==> src/rtl/ddr3_cmd_arb_pkg.sv <==
// Shared encodings for the DDR3 command arbiter: DDR3 command codes
// ({RAS_n,CAS_n,WE_n}) and the arbiter state encoding.
package ddr3_cmd_arb_pkg;

    typedef enum logic [2:0] {
        CMD_MODE = 3'b000,
        CMD_REFR = 3'b001,
        CMD_PREC = 3'b010,
        CMD_ACTV = 3'b011,
        CMD_WRIT = 3'b100,
        CMD_READ = 3'b101,
        CMD_ZQCL = 3'b110,
        CMD_NOOP = 3'b111
    } ddr_cmd_t;

    typedef enum logic [2:0] {
        ST_INIT = 3'd0,
        ST_IDLE = 3'd1,
        ST_FSM  = 3'd2,
        ST_PREA = 3'd3,
        ST_REFR = 3'd4
    } arb_state_t;

    localparam int DEBT_W = 4;

endpackage

==> src/rtl/ddr3_cmd_arb_ref_debt.sv <==
// Refresh debt tracker: saturating up/down counter of postponed refreshes
// with a sticky overflow flag (a tREFI tick arrived while already at the limit).
module ddr3_cmd_arb_ref_debt
    import ddr3_cmd_arb_pkg::*;
#(
    parameter int REF_MAX = 8
) (
    input  logic              clock,
    input  logic              reset,
    input  logic              clr_i,
    input  logic              inc_i,
    input  logic              dec_i,
    output logic [DEBT_W-1:0] debt_o,
    output logic              err_o
);

    localparam logic [DEBT_W-1:0] REF_MAX_L = DEBT_W'(REF_MAX);

    logic [DEBT_W-1:0] debt_r;
    logic              err_r;

    // Debt counter: clear wins, a tick and a completed refresh cancel out.
    always_ff @(posedge clock or posedge reset) begin
        if (reset) begin
            debt_r <= {DEBT_W{1'b0}};
            err_r  <= 1'b0;
        end else if (clr_i) begin
            debt_r <= {DEBT_W{1'b0}};
        end else begin
            case ({inc_i, dec_i})
                2'b10: begin
                    if (debt_r == REF_MAX_L) begin
                        err_r <= 1'b1;
                    end else begin
                        debt_r <= debt_r + 4'd1;
                    end
                end
                2'b01: begin
                    if (debt_r != 4'd0) begin
                        debt_r <= debt_r - 4'd1;
                    end
                end
                default: begin
                    debt_r <= debt_r;
                end
            endcase
        end
    end

    assign debt_o = debt_r;
    assign err_o  = err_r;

endmodule

==> src/rtl/ddr3_cmd_arb.sv <==
// DDR3 command-port arbiter. The configurator owns the DDL command port until
// cfg_run_i; afterwards refresh debt is tracked and PREA+REFR is inserted when
// the controller FSM is idle or the debt is urgent, otherwise the FSM is granted.
// Optional feature macro: ARB_REF_BURST_EN (back-to-back REFR while debt remains).
module ddr3_cmd_arb
    import ddr3_cmd_arb_pkg::*;
#(
    parameter int DDR_ROW_BITS = 13,
    parameter int REF_MAX      = 8,
    parameter int REF_URGENT   = 6
) (
    input  logic                    clock,
    input  logic                    reset,
    input  logic                    cfg_run_i,
    input  logic                    cfg_req_i,
    output logic                    cfg_rdy_o,
    input  logic [2:0]              cfg_cmd_i,
    input  logic [2:0]              cfg_ba_i,
    input  logic [DDR_ROW_BITS-1:0] cfg_adr_i,
    input  logic                    cfg_ref_i,
    input  logic                    fsm_req_i,
    input  logic                    fsm_seq_i,
    output logic                    fsm_rdy_o,
    input  logic [2:0]              fsm_cmd_i,
    input  logic [2:0]              fsm_ba_i,
    input  logic [DDR_ROW_BITS-1:0] fsm_adr_i,
    output logic                    ddl_req_o,
    output logic                    ddl_seq_o,
    input  logic                    ddl_rdy_i,
    output logic [2:0]              ddl_cmd_o,
    output logic [2:0]              ddl_ba_o,
    output logic [DDR_ROW_BITS-1:0] ddl_adr_o,
    output logic [3:0]              ref_debt_o,
    output logic                    ref_err_o
);

    localparam logic [DEBT_W-1:0] URGENT_L = DEBT_W'(REF_URGENT);

    arb_state_t              state_r;
    ddr_cmd_t                ref_cmd_r;
    logic                    ref_req_r;
    logic                    ref_seq_r;
    logic                    ref_a10_r;
    logic [DDR_ROW_BITS-1:0] ref_adr_s;
    logic [DEBT_W-1:0]       debt_s;
    logic                    debt_urgent_s;
    logic                    ref_due_s;
    logic                    fsm_grant_s;
    logic                    xfer_s;
    logic                    abort_s;
    logic                    ref_inc_s;
    logic                    ref_dec_s;
    logic                    burst_more_s;

    assign debt_urgent_s = (debt_s >= URGENT_L);
    assign ref_due_s     = ((debt_s != 4'd0) && !fsm_req_i) || debt_urgent_s;
    // The FSM can only be granted from IDLE while running and not refresh-starved.
    assign fsm_grant_s   = cfg_run_i && fsm_req_i && !debt_urgent_s;
    assign xfer_s        = ddl_req_o && ddl_rdy_i;
    // Losing cfg_run_i returns the port to the configurator, but never splits a
    // command that is currently being offered to the DDL.
    assign abort_s       = !cfg_run_i && (state_r != ST_INIT) && (!ddl_req_o || xfer_s);
    assign ref_inc_s     = cfg_ref_i && (state_r != ST_INIT);
    assign ref_dec_s     = (state_r == ST_REFR) && xfer_s;

`ifdef ARB_REF_BURST_EN
    logic [DEBT_W-1:0] debt_next_s;
    assign debt_next_s  = ref_inc_s ? debt_s : (debt_s - 4'd1);
    // Keep refreshing while debt remains, unless the FSM waits and debt is tolerable.
    assign burst_more_s = (debt_next_s != 4'd0) && !(fsm_req_i && (debt_next_s < URGENT_L));
`else
    assign burst_more_s = 1'b0;
`endif

    ddr3_cmd_arb_ref_debt #(
        .REF_MAX (REF_MAX)
    ) u_ref_debt (
        .clock  (clock),
        .reset  (reset),
        .clr_i  (abort_s),
        .inc_i  (ref_inc_s),
        .dec_i  (ref_dec_s),
        .debt_o (debt_s),
        .err_o  (ref_err_o)
    );

    assign ref_debt_o = debt_s;

    // Refresh command address: all-bank precharge needs A10 set, other bits zero.
    always_comb begin
        ref_adr_s     = {DDR_ROW_BITS{1'b0}};
        ref_adr_s[10] = ref_a10_r;
    end

    // Command-port mux: the current owner drives ddl_* and sees ddl_rdy_i.
    always_comb begin
        ddl_req_o = 1'b0;
        ddl_seq_o = 1'b0;
        ddl_cmd_o = CMD_NOOP;
        ddl_ba_o  = 3'b000;
        ddl_adr_o = {DDR_ROW_BITS{1'b0}};
        cfg_rdy_o = 1'b0;
        fsm_rdy_o = 1'b0;
        case (state_r)
            ST_INIT: begin
                ddl_req_o = cfg_req_i;
                ddl_cmd_o = cfg_cmd_i;
                ddl_ba_o  = cfg_ba_i;
                ddl_adr_o = cfg_adr_i;
                cfg_rdy_o = ddl_rdy_i;
            end
            ST_IDLE: begin
                if (fsm_grant_s) begin
                    ddl_req_o = fsm_req_i;
                    ddl_seq_o = fsm_seq_i;
                    ddl_cmd_o = fsm_cmd_i;
                    ddl_ba_o  = fsm_ba_i;
                    ddl_adr_o = fsm_adr_i;
                    fsm_rdy_o = ddl_rdy_i;
                end else begin
                    ddl_req_o = 1'b0;
                    fsm_rdy_o = 1'b0;
                end
            end
            ST_FSM: begin
                ddl_req_o = fsm_req_i;
                ddl_seq_o = fsm_seq_i;
                ddl_cmd_o = fsm_cmd_i;
                ddl_ba_o  = fsm_ba_i;
                ddl_adr_o = fsm_adr_i;
                fsm_rdy_o = ddl_rdy_i;
            end
            ST_PREA, ST_REFR: begin
                ddl_req_o = ref_req_r;
                ddl_seq_o = ref_seq_r;
                ddl_cmd_o = ref_cmd_r;
                ddl_adr_o = ref_adr_s;
            end
            default: begin
                ddl_req_o = 1'b0;
            end
        endcase
    end

    // Ownership FSM with registered refresh-command fields.
    always_ff @(posedge clock or posedge reset) begin
        if (reset) begin
            state_r   <= ST_INIT;
            ref_req_r <= 1'b0;
            ref_seq_r <= 1'b0;
            ref_a10_r <= 1'b0;
            ref_cmd_r <= CMD_NOOP;
        end else if (abort_s) begin
            state_r   <= ST_INIT;
            ref_req_r <= 1'b0;
            ref_seq_r <= 1'b0;
            ref_a10_r <= 1'b0;
            ref_cmd_r <= CMD_NOOP;
        end else begin
            case (state_r)
                ST_INIT: begin
                    if (cfg_run_i) begin
                        state_r <= ST_IDLE;
                    end
                end
                ST_IDLE: begin
                    if (ref_due_s) begin
                        state_r   <= ST_PREA;
                        ref_req_r <= 1'b1;
                        ref_seq_r <= 1'b1;
                        ref_a10_r <= 1'b1;
                        ref_cmd_r <= CMD_PREC;
                    end else if (fsm_grant_s && !(xfer_s && !fsm_seq_i)) begin
                        state_r <= ST_FSM;
                    end
                end
                ST_FSM: begin
                    if (xfer_s && !fsm_seq_i) begin
                        state_r <= ST_IDLE;
                    end
                end
                ST_PREA: begin
                    if (xfer_s) begin
                        state_r   <= ST_REFR;
                        ref_seq_r <= 1'b0;
                        ref_a10_r <= 1'b0;
                        ref_cmd_r <= CMD_REFR;
                    end
                end
                ST_REFR: begin
                    if (xfer_s && !burst_more_s) begin
                        state_r   <= ST_IDLE;
                        ref_req_r <= 1'b0;
                        ref_cmd_r <= CMD_NOOP;
                    end
                end
                default: begin
                    state_r   <= ST_INIT;
                    ref_req_r <= 1'b0;
                    ref_cmd_r <= CMD_NOOP;
                end
            endcase
        end
    end

endmodule

==> config.mk <==
export PLATFORM = sky130hd
export DESIGN_NAME = ddr3_cmd_arb
export DESIGN_NICKNAME = d
export VERILOG_FILES = /design/src/rtl/ddr3_cmd_arb_pkg.sv /design/src/rtl/ddr3_cmd_arb_ref_debt.sv /design/src/rtl/ddr3_cmd_arb.sv
export SDC_FILE = /design/constraint.sdc
export NUM_CORES = 1
export LEC_CHECK = 0
export CAP_MARGIN = 15
export CORE_ASPECT_RATIO = 0.6
export CORE_UTILIZATION = 40
export DETAILED_ROUTE_END_ITERATION = 10
export PLACE_DENSITY = 0.8
export SYNTH_ARGS = -nofsm -noshare
export SYNTH_HDL_FRONTEND = slang
export SYNTH_SLANG_ARGS = --single-unit
==> constraint.sdc <==
create_clock -name clock -period 3.5 [get_ports clock]
set_clock_uncertainty 0.15 [all_clocks]
set_input_delay 0.35 -clock clock [delete_from_list [all_inputs] [get_ports clock]]
set_output_delay 0.35 -clock clock [all_outputs]
set_load 0.005 [all_outputs]
# After elaboration in Yosys (flattened, before gate mapping)
# Cells that the tools add are included.
[word_totals] reg_bits=13
[op_classes] add_sub_neg=2 magnitude_cmp=1 n_eq_ne=17 n_mux=35 bitwise_logic=1 n_reduce_logical=32
[ops] cell="$pmux W13 S4" n=1
[ops] cell="$mux W3" n=12
[ops] cell="$pmux W3 S4" n=2
[ops] cell="$ne A3 B3 Y1 const B" n=7
[ops] cell="$pmux W3 S5" n=1
[ops] cell="$mux W13" n=1
[ops] cell="$mux W4" n=3
[ops] cell="$reduce_and A3 Y1" n=4
[ops] cell="$logic_and A1 B1 Y1" n=10
[ops] cell="$pmux W3 S3" n=1
[ops] cell="$reduce_bool A3 Y1" n=3
[ops] cell="$mux W1" n=8
[ops] cell="$pmux W4 S2" n=1
[ops] cell="$eq A3 B2 Y1 const B" n=2
[ops] cell="$logic_not A1 Y1" n=6
[ops] cell="$pmux W1 S3" n=2
[ops] cell="$reduce_and A5 Y1" n=1
[ops] cell="$add A4 B1 Y4 const B" n=1
[ops] cell="$eq A4 B4 Y1 const B" n=1
[ops] cell="$ge A4 B3 Y1 const B" n=1
[ops] cell="$ne A2 B1 Y1 const B" n=2
[ops] cell="$ne A4 B4 Y1 const B" n=1
[ops] cell="$pmux W1 S2" n=2
[ops] cell="$pmux W1 S4" n=1
[ops] cell="other kinds (12)" n=14

# Depth between registers and ports, before layout
# Gate-level depths: netlist of run 1.
[depth] depth_word=13 ltp_mapped=11 ltp_nobuf=9

# By module
# From an unflattened synthesis of run 1, not the netlist that was laid out.
[hier_totals] cells_unflattened=164 hier_area_um2=1483.9
[modules_own_cells] module="ddr3_cmd_arb" n_inst=1 cells_per_inst=133 area_each_um2=1109.8 seq_area_each_um2=203.9
[modules_own_cells] module="ddr3_cmd_arb_ref_debt" n_inst=1 cells_per_inst=31 area_each_um2=374.1 seq_area_each_um2=125.1

# Least setup slack after synthesis of run 1
# OpenSTA, ideal clock, no wires.
[synth_path] path_type="register to register" start="register state_r[1]" end="register u_ref_debt.debt_r[2] (netlist: u_ref_debt.debt_o[2])" setup_ns=0.078 arrival_ns=2.204 required_ns=3.272 setup_slack_ns=1.068 path_stages_with_launch=11 cell_sequence="dfrtp_1 -> buf_6 -> nor3b_4 -> nand3b_1 -> a31oi_4 -> xor2_1 -> ha_1 -> nor2_1 -> mux2i_1 -> or3b_1 -> a21oi_1"
[synth_via] elab_chain_len=8
[synth_lines] element="start, declared" line="ddr3_cmd_arb.sv:39" source="arb_state_t state_r;"
[synth_lines] element="start signal, assigned" line="ddr3_cmd_arb.sv:148" source="state_r <= ST_INIT;"
[synth_lines] element="start signal, assigned" line="ddr3_cmd_arb.sv:154" source="state_r <= ST_INIT;"
[synth_lines] element="start signal, assigned" line="ddr3_cmd_arb.sv:163" source="state_r <= ST_IDLE;"
[synth_lines] element="$eq A3 B3 Y1 or $eq A3 B2 Y1 (tied branches)" line="ddr3_cmd_arb.sv:64, ddr3_cmd_arb.sv:104"
[synth_lines] element="$reduce_or A2 Y1" line="ddr3_cmd_arb.sv:104" source="case (state_r)"
[synth_lines] element="$pmux W1 S4" line="ddr3_cmd_arb.sv:104"
[synth_lines] element="$logic_and A1 B1 Y1 or $logic_not A1 Y1 (tied branches)" line="ddr3_cmd_arb.sv:59, ddr3_cmd_arb.sv:62"
[synth_lines] element="$logic_and A1 B1 Y1 or $logic_or A1 B1 Y1 (tied branches)" line="ddr3_cmd_arb.sv:64, ddr3_cmd_arb.sv:62"
[synth_lines] element="$eq A2 B2 Y1 (tied with other cells)" line="ddr3_cmd_arb_ref_debt.sv:30" source="case ({inc_i, dec_i})"
[synth_lines] element="$ne A3 B3 Y1 (no line) (tied with other cells)"
[synth_lines] element="$reduce_and A3 Y1 (no line) or $mux W4 (tied branches)"
[synth_lines] element="end signal, assigned" line="ddr3_cmd_arb_ref_debt.sv:28" source="debt_r <= {DEBT_W{1'b0}};"
[synth_lines] element="end signal, assigned" line="ddr3_cmd_arb_ref_debt.sv:35" source="debt_r <= debt_r + 4'd1;"
[synth_lines] element="end signal, assigned" line="ddr3_cmd_arb_ref_debt.sv:40" source="debt_r <= debt_r - 4'd1;"
[synth_lines] element="end, declared" line="ddr3_cmd_arb_ref_debt.sv:19" source="logic [DEBT_W-1:0] debt_r;"
# Parallel ways exist; a longest one is shown, timed or not.
# A chain may end at the register's enable or synchronous reset.

# Worst setup path in the final report of run 1
[layout_path] start="register state_r[0]" end="output port ddl_adr_o[11]"
[layout_via] elab_chain_len=3
[layout_lines] element="$eq A3 B3 Y1 or $eq A3 B2 Y1 (tied branches)" line="ddr3_cmd_arb.sv:104"
[layout_lines] element="$reduce_or A2 Y1" line="ddr3_cmd_arb.sv:104"
[layout_lines] element="$pmux W13 S4 (*)" line="ddr3_cmd_arb.sv:104"
[layout_lines] element="end, declared" line="ddr3_cmd_arb.sv:32" source="output logic [DDR_ROW_BITS-1:0] ddl_adr_o,"
# Every way passes the cells marked *; elsewhere a longest branch is shown, timed or not.

==> results of run 1 <==
-- critical path: stages, from the launching register on --
cell and delay, ps:
dfrtp_1 590, or2_1 410, nor2_1 610, a22o_1 250, clkdlybuf4s50_1 500
-- cells by family after synthesis --
group	after synthesis	synth area share
AO/OA/AOI/OAI	68	0.3697
adder cells (fa/ha/maj)	1	0.008597
multiplexers	10	0.07051
buffers and inverters	22	0.07137
XOR/XNOR	4	0.02408
AND/OR/NAND/NOR	67	0.2296
flip-flops	13	0.2261
-- area by class of cell --
class	instances	area share
Timing Repair Buffer	78	0.3400
Clock buffer	3	0.01827
Inverter	10	0.01661
Sequential cell	13	0.1456
Tap cell	45	0.02492
Multi-Input combinational cell	150	0.4524
Clock inverter	1	0.002215
-- state kept, by name, indices dropped and copies added (netlist names) --
name               count
u_ref_debt.debt_o      4
ref_cmd_r              3
state_r                3
ref_a10_r              1
ref_req_r              1
u_ref_debt.err_o       1
-- where the power goes --
part	total [W]	internal, W	switching [W]
logic	0.00126	0.000680	0.000584
clock network	0.000135	0.0000788	0.0000560
registers	0.000322	0.000215	0.000106
total	0.00172	0.000974	0.000747
-- metrics by stage --
stage / utilization / std cells / setup WS, ps / hold WS [ps] / power, W
2_1_floorplan: - / 185 / 1068 / 74.81 / 0.001063
3_3_place_gp: 0.6581 / 296 / 563.1 / 317.5 / 0.001560
3_5_place_dp: 0.6581 / 296 / 512.6 / 307.7 / 0.001575
4_1_cts: 0.6719 / 300 / 389.9 / 294.5 / 0.001713
5_1_grt: 0.6719 / 300 / 259.5 / 353.8 / 0.001857
6_report: 0.6719 / 300 / 382.6 / 280.3 / 0.001721
-- synthesized netlist by cell type (all sizes together) (2+ instances only) --
| cell type | instances |
|---|---|
| nor3b | 2 |
| clkbuf | 6 |
| and3b | 2 |
| o22a | 2 |
| a32oi | 4 |
| mux2 | 2 |
| a21boi | 2 |
| a22oi | 3 |
| dfrtp | 10 |
| a21oi | 16 |
| a22o | 12 |
| a211oi | 2 |
| xnor2 | 3 |
| or2 | 2 |
| nor3 | 4 |
| mux2i | 8 |
| o21ai | 10 |
| nand2 | 17 |
| buf | 6 |
| nor2 | 23 |
| nand3 | 7 |
| and3 | 3 |
| dfstp | 3 |
| a21o | 2 |
| a31oi | 2 |
| inv | 10 |
| a2111oi | 2 |
| a2bb2oi | 2 |
-- per-layer routing --
metal	up-vias	global-route usage	wire [um]
met4	0	0.05357	40
met5	-	0	0
met1	799	0.3260	2017
met3	6	0.06415	471
met2	101	0.3746	2078
li1	829	-	-
-- cell usage in the layout (no fill, tap or decap), drive strengths merged, types with 4 or more instances in the layout --
cell           count
a21oi             16
a22o              12
a32oi              4
buf                5
clkdlybuf4s50     73
dfrtp             10
inv               10
mux2i              8
nand2             17
nand3              7
nor2              23
nor3               4
o21ai             10
-- worst max-delay path by stage --
stage / startpoint / end / slack, ps / cells after the start
after floorplan: state_r[1]$_DFFE_PP0P_ / u_ref_debt.debt_o[2]$_DFFE_PP0P_ / 1070 / 10
after global placement: cfg_run_i / ddl_adr_o[10] / 560 / 8
after detailed placement: cfg_run_i / ddl_adr_o[10] / 510 / 8
after CTS: state_r[0]$_DFFE_PP0P_ / ddl_adr_o[11] / 390 / 4
after global routing: state_r[0]$_DFFE_PP0P_ / ddl_adr_o[8] / 260 / 4
final: state_r[0]$_DFFE_PP0P_ / ddl_adr_o[11] / 380 / 4
==> summary.md, run 1 <==
| Metric | Value |
|---|---|
| Status | `finished clean` |
| Relative slew slack | `0.4946` |
| Post-route DRC | `0` |
| Syn Area/Cell | `7.866 um2` |
| Multi-input logic area | `1022 um2` |
| Total track usage | `0.2384` |
| Kind of critical path | `reg2out` |
| Fillers | `290` |
| First-iteration detailed-routing DRC count | `146` |
| Worst-path clk slew | `60 ps` |
| Clock buffer depth | `2` |
| Post-CTS sizing | `0` |
| Layout cells sized above 1 | `0.07843` |
| Hold buffer count at CTS | `0` |
| Clock Latency Late Sink | `250 ps` |
| Layout area overhead | `55.29%` |
| Total routed wirelength | `4.607 mm` |
| Gate Count Post-Synth | `185` |
| RSZ-0062 raised after global routing | `false` |
| Area share of the largest cell type after synthesis | `0.1720` |
| Final HPWL DP | `3.596 mm` |
| Reg-to-reg critical path startpoint | `state_r[0]$_DFFE_PP0P_` |
| Top FF cell, synth | `dfrtp_1` |
| Max Cap Viol | `0` |
| IO Pins | `74` |
| CTS H-tree lvls | `1` |
| Fin nets | `303` |
| Hold WC Path Type | `in2async` |
| Total leakage power | `0.9318 nW` |
| Critical Path RT | `3000 ps` |
| Worst setup SP type | `register` |
| Tcrit/Tclk final | `0.8907` |
| Routed via count | `1735` |
| Async S/R FF share, synth | `1.000` |
| Core area | `3363 um2` |
| FF+latch area | `329.1 um2` |
| Buffers on Ports | `73` |
| Kind of end point of the critical path | `primary output` |
| Final Max Slew Viols | `0` |
| Post-synthesis sequential area ratio | `0.2261` |
| Post-DR vias/cell | `5.783` |
| Top fanout value on the critical path | `17` |
| EDFF count, synth | `0` |
| Arrival @ worst endpoint | `2620 ps` |
| CTS buffer count | `3` |
| Reg2reg setup slack | `590 ps` |
| Peak supply drop | `552.2 uV` |
| Routability congestion estimate | `0.9007` |
| Worst R2R End | `u_ref_debt.debt_o[2]$_DFFE_PP0P_` |
| Count of final setup violators | `0` |
| Cell Area, Placed | `2213 um2` |
| Net Count, Synth | `232` |
| Largest net degree at the start of global routing | `21` |
| Period minus WS final | `3117 ps` |
| Vias in the first global route | `1544` |
| Setup TNS Final | `0 ps` |
| First-pass GRT wire length | `7.307 mm` |
| Drt first pass iters | `5` |
| Yosys top cell by area | `dfrtp_1` |
| Die W | `79.87 um` |
| Clock sinks | `13` |
| Synth area leaders | `dfrtp_1 (17%), a22o_1 (7.2%), nor2_1 (5.9%)` |
| Slew @ Worst Pin | `755.4 ps` |
| Initial core utilization | `0.4327` |
| Initial antenna violation count | `0` |
| Fmax | `320.8 MHz` |
| CTS tree | `yes` |
| Syn Std Cell Area | `1455 um2` |
| # rows | `16` |
| Yosys cell types | `56` |
| Hold Vio Cnt, Final | `0` |
| Design area | `2260 um2` |
| WL per Instance | `15.36 um` |
| Total gr overflow | `0` |
| Synth Warn # | `0` |
| Post-CTS setup buffer count | `0` |
| Register bit count reported by yosys | `13` |
| Die ar. | `3891 um2` |
| Post-route ant nets | `0` |
| Pwr Density | `761.5 nW/um2` |
| Root buffer selected by CTS | `clkbuf_8` |
| DIE HEIGHT | `48.72 um` |
| R2r worst-path depth | `9` |
| Antenna diodes | `0` |
Note: power is estimated with default switching activity, not from simulation.
==> inputs of run 2 (changes only) <==
--- a/config.mk
+++ b/config.mk
@@ -9,7 +9,7 @@
 export CORE_ASPECT_RATIO = 0.6
 export CORE_UTILIZATION = 40
 export DETAILED_ROUTE_END_ITERATION = 10
-export PLACE_DENSITY = 0.8
+export PLACE_DENSITY = 0.82
 export SYNTH_ARGS = -nofsm -noshare
 export SYNTH_HDL_FRONTEND = slang
 export SYNTH_SLANG_ARGS = --single-unit
==> summary.md, run 2 (synthesis gave the netlist of run 1 again) <==
| Metric | Value |
|---|---|
| Layout cells sized above 1 | `0.08171` |
| Hold WC Path Type | `in2async` |
| CTS H-tree lvls | `1` |
| Routability congestion estimate | `0.9038` |
| Initial antenna violation count | `0` |
| Layout area overhead | `56.23%` |
| Total leakage power | `0.9393 nW` |
| Max reg flops | `4` |
| Die ar. | `3891 um2` |
| Buffers on Ports | `73` |
| Worst-path clk slew | `60 ps` |
| Max Cap Viol | `0` |
| Total routed wirelength | `4.600 mm` |
| Clock buffer depth | `2` |
| Fmax | `320.1 MHz` |
| Worst setup SP type | `register` |
| Die W | `79.87 um` |
| Slew @ Worst Pin | `728.7 ps` |
| Antenna diodes | `0` |
| Crit-path leading delay family | `simple AND/OR/NAND/NOR gates` |
| Tcrit/Tclk final | `0.8925` |
| Initial core utilization | `0.4327` |
| Critical Path RT | `3000 ps` |
| Largest net degree at the start of global routing | `22` |
| First-pass GRT wire length | `7.465 mm` |
| DIE HEIGHT | `48.72 um` |
| Clock sinks | `13` |
| Relative slew slack | `0.5124` |
| Top fanout value on the critical path | `12` |
| Critical-path top delay cell | `nor2_1` |
| Post-route ant nets | `0` |
| Worst Path Buf+Inv | `2` |
| Final Max Slew Viols | `0` |
| Routed via count | `1714` |
| Root buffer selected by CTS | `clkbuf_8` |
| Final HPWL DP | `3.541 mm` |
| Fin nets | `305` |
| Drt first pass iters | `4` |
| # rows | `16` |
| Total chip power | `0.001729 W` |
| Peak supply drop | `651.6 uV` |
| Kind of critical path | `reg2out` |
| Most common library cell in the layout ignoring fill and taps | `clkdlybuf4s50_1` |
| WL per Instance | `15.23 um` |
| Vias in the first global route | `1592` |
| Hold buffer count at CTS | `0` |
| CTS tree | `yes` |
| First-iteration detailed-routing DRC count | `112` |
| Hold Vio Cnt, Final | `0` |
| Kind of end point of the critical path | `primary output` |
| IO Pins | `74` |
| Period minus WS final | `3124 ps` |
| Post-route DRC | `0` |
| Status | `finished clean` |
| Setup TNS Final | `0 ps` |
| RSZ-0062 raised after global routing | `false` |
| Total track usage | `0.2440` |
| Post-CTS setup buffer count | `0` |
| Reg2reg setup slack | `710 ps` |
| Cell-by-cell trace of the critical path | `buf_4, or2_1, nor2_1, a22o_1, clkdlybuf4s50_1` |
| Clock Latency Late Sink | `250 ps` |
| CP max stage delay | `600 ps` |
| Fin util | `0.6760` |
| CTS buffer count | `3` |
| Pwr Density | `760.4 nW/um2` |
| Count of final setup violators | `0` |
| Arrival @ worst endpoint | `2620 ps` |
| Core area | `3363 um2` |
| Total gr overflow | `0` |
| Worst setup margin | `376.1 ps` |
| Dpl ws | `480.4 ps` |
| Post-DR vias/cell | `5.675` |
| Post-CTS sizing | `0` |
| Most frequent cells in the layout | `clkdlybuf4s50_1 (73), nor2_1 (23), nand2_1 (17), a21oi_1 (16), a22o_1 (12)` |
run 2: cell types whose count changed in the layout (fill, tap and decap cells not counted):
cell      previous run  this run
clkinv_2             1         0
buf_4                5         7
clkbuf_1             0         1
run 2: final timing paths:
kind,cells past startpoint,startpoint,to
worst max-delay path,5,state_r[0]$_DFFE_PP0P_,ddl_adr_o[12]
worst min-delay path,2,reset,u_ref_debt.debt_o[0]$_DFFE_PP0P_
worst max register to register,9,state_r[1]$_DFFE_PP0P_,u_ref_debt.debt_o[2]$_DFFE_PP0P_
worst min register to register,1,u_ref_debt.err_o$_DFFE_PP0P_,u_ref_debt.err_o$_DFFE_PP0P_
max in group asynchronous,2,reset,ref_cmd_r[1]$_DFFE_PP1P_
min in group clock,1,u_ref_debt.err_o$_DFFE_PP0P_,u_ref_debt.err_o$_DFFE_PP0P_
run 2: per-stage QoR:
stage               hold slack, ps  cell area (um2)  std cells
global placement             310.2             2228        298
detailed placement           322.5             2228        298
CTS                          284.2             2273        302
global route                 346.0             2273        302
finish                       276.2             2273        302
floorplan                    74.81             1455        185
run 2: final cells by class:
type                            instances  area, um2
Sequential cell                        13      329.1
Inverter                               10      37.54
Clock buffer                            4      45.04
Fill cell                             293       1090
Multi-Input combinational cell        150       1022
Tap cell                               45      56.30
Timing Repair Buffer                   80      783.3
run 2: layer usage:
metal	GRT usage	routed length, um	vias up
met1	0.3318	1988	779
met5	0	0	-
met2	0.3860	2042	96
met4	0.07738	31	0
met3	0.05094	537	5
li1	-	-	834
run 2: where the power goes:
part	leakage (nW)	switching (W)	total, W	internal [W]
combinational	0.753	0.000596	0.00129	0.000690
clock	0.0228	0.0000532	0.000134	0.0000803
sequential	0.163	0.0000930	0.000309	0.000216
